File: src/rtl/simple_param_pkg.sv
// Shared defaults and types for the parameter-controlled shift/add responder.
package simple_param_pkg;

    localparam int DATA_W_DEF   = 8;
    localparam int SHIFT_W_DEF  = 3;
    localparam int COMMIT_CNT_W = 8;

    typedef enum logic [1:0] {
        PARAM_OPT1_F = 2'd0,
        PARAM_RSVD1  = 2'd1,
        PARAM_RSVD2  = 2'd2,
        PARAM_RSVD3  = 2'd3
    } param_addr_e;

endpackage

File: src/rtl/simple_commit_edge.sv
// Rising-edge detector on the commit request level, with a registered one-cycle ack.
module simple_commit_edge (
    input  logic clk,
    input  logic reset,
    input  logic level,
    output logic fire,
    output logic ack
);

    logic prev;

    // Combinational so the commit lands on the same edge that sees the rise.
    assign fire = level & ~prev;

    always_ff @(posedge clk or negedge reset) begin
        if (!reset) begin
            prev <= 1'b0;
            ack  <= 1'b0;
        end else begin
            prev <= level;
            ack  <= fire;
        end
    end

endmodule

File: src/rtl/simple_param_responder.sv
// Two-stage shift-then-saturating-add datapath with a shadowed, commit-on-edge shift parameter.
module simple_param_responder
    import simple_param_pkg::*;
#(
    parameter int DATA_W  = DATA_W_DEF,
    parameter int SHIFT_W = SHIFT_W_DEF
) (
    input  logic                    clk,
    input  logic                    reset,
    input  logic                    clk_enable,
    input  logic                    param_wr,
    input  logic [1:0]              param_addr,
    input  logic [DATA_W-1:0]       param_wdata,
    input  logic                    param_valid,
    output logic                    param_ack,
    input  logic [DATA_W-1:0]       inputArg1,
    input  logic [DATA_W-1:0]       inputArg2,
    output logic [DATA_W-1:0]       outputArg11,
    output logic                    out_valid,
    output logic [DATA_W-1:0]       opt1_active,
    output logic [COMMIT_CNT_W-1:0] commit_count
);

    logic [DATA_W-1:0] shadow;
    logic              commit;

    simple_commit_edge u_commit (
        .clk   (clk),
        .reset (reset),
        .level (param_valid),
        .fire  (commit),
        .ack   (param_ack)
    );

    // Parameter path runs every cycle; clk_enable only qualifies the datapath.
    always_ff @(posedge clk or negedge reset) begin
        if (!reset) begin
            shadow       <= '0;
            opt1_active  <= '0;
            commit_count <= '0;
        end else begin
            if (param_wr && param_addr_e'(param_addr) == PARAM_OPT1_F)
                shadow <= param_wdata;
            if (commit) begin
                opt1_active  <= shadow;
                commit_count <= commit_count + 1'b1;
            end
        end
    end

    logic [DATA_W-1:0] a1, b1;
    logic [DATA_W:0]   sum;
    logic [1:0]        vld_pipe;

    assign sum       = {1'b0, a1} + {1'b0, b1};
    assign out_valid = vld_pipe[1];

    // Stage 1 samples the live opt1_active, so a commit only affects new samples.
    always_ff @(posedge clk or negedge reset) begin
        if (!reset) begin
            a1          <= '0;
            b1          <= '0;
            outputArg11 <= '0;
            vld_pipe    <= '0;
        end else if (clk_enable) begin
            a1          <= inputArg1 >> opt1_active[SHIFT_W-1:0];
            b1          <= inputArg2;
            outputArg11 <= sum[DATA_W] ? {DATA_W{1'b1}} : sum[DATA_W-1:0];
            vld_pipe    <= {vld_pipe[0], 1'b1};
        end
    end

endmodule
File: config.mk
export PLATFORM = sky130hd
export DESIGN_NAME = simple_param_responder
export DESIGN_NICKNAME = d
export VERILOG_FILES = /design/src/rtl/simple_param_pkg.sv /design/src/rtl/simple_commit_edge.sv /design/src/rtl/simple_param_responder.sv
export SDC_FILE = /design/constraint.sdc
export NUM_CORES = 1
export LEC_CHECK = 0
export BUFFER_PORTS_ARGS = -buffer_cell sky130_fd_sc_hd__buf_4
export CAP_MARGIN = 10
export CORE_ASPECT_RATIO = 1.25
export CORE_MARGIN = 4
export CORE_UTILIZATION = 40
export DETAILED_ROUTE_END_ITERATION = 12
export GPL_TIMING_DRIVEN = 0
export MAX_ROUTING_LAYER = met4
export PLACE_DENSITY_LB_ADDON = 0.05
export SLEW_MARGIN = 40
export SYNTH_ARGS = -nofsm -noshare
export SYNTH_HDL_FRONTEND = slang
export SYNTH_SLANG_ARGS = --single-unit
File: constraint.sdc
create_clock -name clk -period 3.9 [get_ports clk]
set_input_delay 0.585 -clock clk [delete_from_list [all_inputs] [get_ports clk]]
set_output_delay 0.585 -clock clk [all_outputs]
set_load 0.02 [all_outputs]
### Word-level counts from Yosys, hierarchy flattened

Cells that the tools add are included.

* logic and storage cells: 17
* bits of input ports: 31
* flip-flop bits (word level): 52

* bitwise operators: 2
* add/sub/neg operators: 2
* reductions and logical operators: 2
* muxes and demuxes: 1
* shift-type cells: 1

Operator list (number)
* $add A8 B8 Y9: 1
* $add A8 B1 Y8 const B: 1
* $mux W8: 1
* $shr A8 B3 Y8: 1
* $logic_not A2 Y1: 1
* $and A1 B1 Y1: 1
* $logic_and A1 B1 Y1: 1
* $not A1 Y1: 1

### Logic depth before layout (Yosys ltp)

* depth in word-level cells: 2
* mapped depth: 6
* gate-level depth less buffers: 6

### Hierarchy

From an unflattened synthesis, not the netlist that was laid out.

* cells, all modules: 195
* area total of the unflattened synthesis: 2477.4 µm²

Modules (own cells, without submodules)
* simple_param_responder: area an instance 2413.6 µm², cells an instance 192, instances 1, seq. area each 1251.2 µm²
* simple_commit_edge: area an instance 63.8 µm², cells an instance 3, instances 1, seq. area each 50.0 µm²

### Worst setup path before layout

Ideal clock, no wire load.

* kind: register to register
* start: register a1[0]
* end: register outputArg11[5]
* setup slack: 1.693 ns
* clock period less this slack: 2.207 ns
* cell stages (with the launch flop): 7
* data required time: 3.774 ns
* path buffers: 0
* arrival: 2.081 ns
* cell sequence: dfrtp_1 ha_1 fa_1 a21o_1 a221oi_2 o2111ai_2 o32a_1

* word-level cells in the longest chain between the ends: 2

Ends and longest elaborated chain
* start: declaration: line simple_param_responder.sv:51 `logic [DATA_W-1:0] a1, b1;`
* start signal: assignment: line simple_param_responder.sv:66 `a1 <= inputArg1 >> opt1_active[SHIFT_W-1:0];`
* $add A8 B8 Y9: line simple_param_responder.sv:55 `assign sum = {1'b0, a1} + {1'b0, b1};`
* $mux W8: line simple_param_responder.sv:68 `outputArg11 <= sum[DATA_W] ? {DATA_W{1'b1}} : sum[DATA_W-1:0];`
* end signal: assignment: line simple_param_responder.sv:68
* end: declaration: line simple_param_responder.sv:18 `output logic [DATA_W-1:0] outputArg11,`

Every way passes these cells.
A chain may end at the register's enable or synchronous reset.

### Final worst setup path

Same ends and word-level chain as after synthesis.

==> run metrics <==
crit-path cells=ha_1 -> fa_1 -> a21o_1 -> a221oi_2 -> o2111ai_2 -> o32a_1; GRT overflow=0; CTS Buffer Depth=2; fin area=0.003117 mm2; Worst Setup SP=a1[0]; TritonCTS Buffers=5; Leakage=roughly 1.4 nW; clock sink count=between 50 and 60; Cell Area, Synth=about 0.0025 mm2; largest net degree at the start of global routing=53; fraction of power consumed by the clock network=about 20%; root buf cell=clkbuf_8; max incr delay on CP=between 0.4 and 0.5 ns; Syn Nets=234; vias per cell=between 4 and 5; total chip power=about 1.9 mW; die area=between 0.007 and 0.008 mm2; switching pwr=approximately 650 uW; WL per Instance=~14 um; Max-cap violations=0; post-synth cell types=39; drt drc=0; Pint=about 1.3 mW; PD cells=620.9 mW/mm2; unrepaired setup endpoints after global routing=false; post-route ant nets=0; final hold viol count=0; Initial Utilization=41.98%; Sw Ratio=around a third; Worst-path clk slew=around 0.090 ns; H-tree depth=2; initial DRC count=just over 50; Core Area=roughly 0.006 mm2; layout cell share with drive strength beyond 1=around 39%; DR vias=approximately 1700; f_max=roughly 400 MHz; Syn-to-layout area delta=25.94%; First-pass DRT Iterations=4; period utilization=between 60 and 70%; Avg Cell Area, Syn=approximately 13 um2; Clock Latency Late Sink=0.29 ns; Post-Place Cells=330; Cells after Synth=about 190; Die Y=between 90 and 100 um; Final WS setup=~1.4 ns; clk_skew=0.003287 ns; # setup viols final=0; VDD IR-drop max=~270 uV; worst slew pin tran=roughly 0.66 ns; Die W=78.36 um; r2r setup slk=approximately 1.4 ns; Post-Route Setup TNS=0 ns; Final GP Congestion=slightly below 0.8; vias in the first global route=between 1500 and 2000; top cells by area, synth=dfrtp_1 53%, mux2_2 13%, ha_1 4.6%, mux2i_1 3.6%, xnor2_1 3.2%; RR Startpoint=a1[0]; Synth area leader=dfrtp_1; Ant. Diodes=0; NumNets Final=between 200 and 300; Logic pwr share=approximately two fifths; Slowest cell on crit path=o32a_1; Hold Buf Count CTS=0; # resized after CTS=0; Slew Limit Fails=0; Final min period=between 2 and 2.5 ns; sequential area share after synthesis=52.58%; first-pass GRT wire length=a little over 8000 um; Final Util=between 50% and 60%; Reg power frac=40.6%; top cell type's share of synthesized area=52.58%; Max FO, Critical Path=7; reg2reg path depth=6; critical path endpoint=outputArg11[5]; CP startpoint kind=register; YS warnings=0; Critical Path AT=2.68 ns; synthesized flop and latch total=between 50 and 60; Routed WL=approximately 4900 um; Rows=31; Critical Path RT=~4.1 ns; # Post-CTS Setup Buffers=0; worst hold path type=in -> async; total track usage=~14%; io pins=between 50 and 60; pre-CTS setup slack=1.436 ns; Post-DP HPWL=about 3700 um; final hold slack=between 0.2 and 0.3 ns; status=completed; initial antenna violation count=0; # port buffers=55; crit end category=register; CTS tree=done; RR Endpoint=outputArg11[5]; placed instance area=about 0.003 mm2; kind of critical path=reg -> reg; non-filler cells, final=between 300 and 400; max_slew headroom=55.93%
## sequential cells by signal, indices dropped and copies added, names as in the netlist
name	count
b1	8
u_commit.prev	1
u_commit.ack	1
vld_pipe	2
shadow	8
commit_count	8
a1	8
opt1_active	8
outputArg11	8
## layout by cell type (no fill, tap or decap), types with 2 or more instances in the layout
cell type	netlist	routed
a211oi_1	2	2
a21o_1	3	3
a21oi_1	6	6
buf_2	2	2
buf_4	0	55
clkbuf_1	6	6
clkbuf_8	0	7
dfrtp_1	52	52
ha_1	9	9
inv_1	6	6
mux2_2	28	28
mux2i_1	9	9
mux4_2	2	2
nand2_1	7	7
nand2b_1	4	4
nand3_1	3	3
nand4_1	2	2
nor2_1	8	8
o211ai_1	2	2
o21ai_0	5	5
o22a_1	6	6
o22ai_1	3	3
xnor2_1	9	9
xor2_1	2	2
## worst min-delay path by stage
stage | startpoint | to | cells past startpoint
2_1_floorplan | reset | a1[0] | 0
3_3_place_gp | vld_pipe[0] | vld_pipe[0] | 1
3_5_place_dp | vld_pipe[0] | vld_pipe[0] | 1
4_1_cts | reset | outputArg11[1] | 1
5_1_grt | reset | b1[1] | 1
6_report | reset | b1[1] | 1
## Yosys cell counts, drive strengths merged
| cell | n |
|---|---|
| o21ai | 5 |
| nand2b | 4 |
| and4 | 1 |
| clkbuf | 6 |
| mux2i | 9 |
| or2 | 1 |
| nor3b | 1 |
| nor4bb | 1 |
| ha | 9 |
| nor2b | 1 |
| o32a | 1 |
| a211o | 1 |
| nand2 | 7 |
| o22a | 6 |
| nor2 | 8 |
| and3 | 2 |
| nand4 | 2 |
| or3b | 2 |
| dfrtp | 52 |
| nor4 | 1 |
| a21oi | 6 |
| o32ai | 1 |
| o211ai | 2 |
| xor2 | 2 |
| o2111ai | 1 |
| mux2 | 28 |
| a221oi | 1 |
| o22ai | 3 |
| inv | 6 |
| nand3 | 3 |
| fa | 1 |
| a211oi | 2 |
| buf | 2 |
| mux4 | 2 |
| xnor2 | 9 |
| a21o | 3 |
| o41ai | 1 |
## routing by layer
metal	global-route usage, %	wire, um	up-vias
met1	15.98	2015	792
met5	-	0	-
met2	25.93	2594	38
li1	-	-	820
met3	3.371	227	4
met4	3.936	32	0
## power by group through the flow
stage / clock network [mW] / logic, mW / registers (mW)
2_1_floorplan: 0 / 0.395 / 0.891
3_3_place_gp: 0 / 0.757 / 0.798
3_5_place_dp: 0 / 0.761 / 0.799
4_1_cts: 0.410 / 0.764 / 0.788
5_1_grt: 0.430 / 0.825 / 0.811
6_report: 0.395 / 0.754 / 0.786
## logic make-up after synthesis
family / share of synthesized area (%)
xor gates and xnor gates: 3.893
muxes: 18.20
buffers and inverters: 2.224
DFF: 52.58
AOI/OAI and AO/OA: 9.908
and+or+nand+nor: 7.837
adders and majority gates: 5.359
## worst max-delay path: cells and delay by family, from the launching register on
family                     cells  cell delay (ns)
AOI/OAI and AO/OA              4             1.29
adders and majority gates      2             0.67
DFF                            1             0.42
## cell type report
cell class | instances | area [um2]
sequential | 52 | 1301
clock buffer | 7 | 96.34
tap | 82 | 102.6
clock inverter | 1 | 30.03
timing repair buffer | 55 | 412.9
inverter | 6 | 22.52
multi-input combinational | 127 | 1119
buffer | 8 | 32.53
fill | 554 | 2779
No activity file was read; power rests on OpenSTA's default activity.
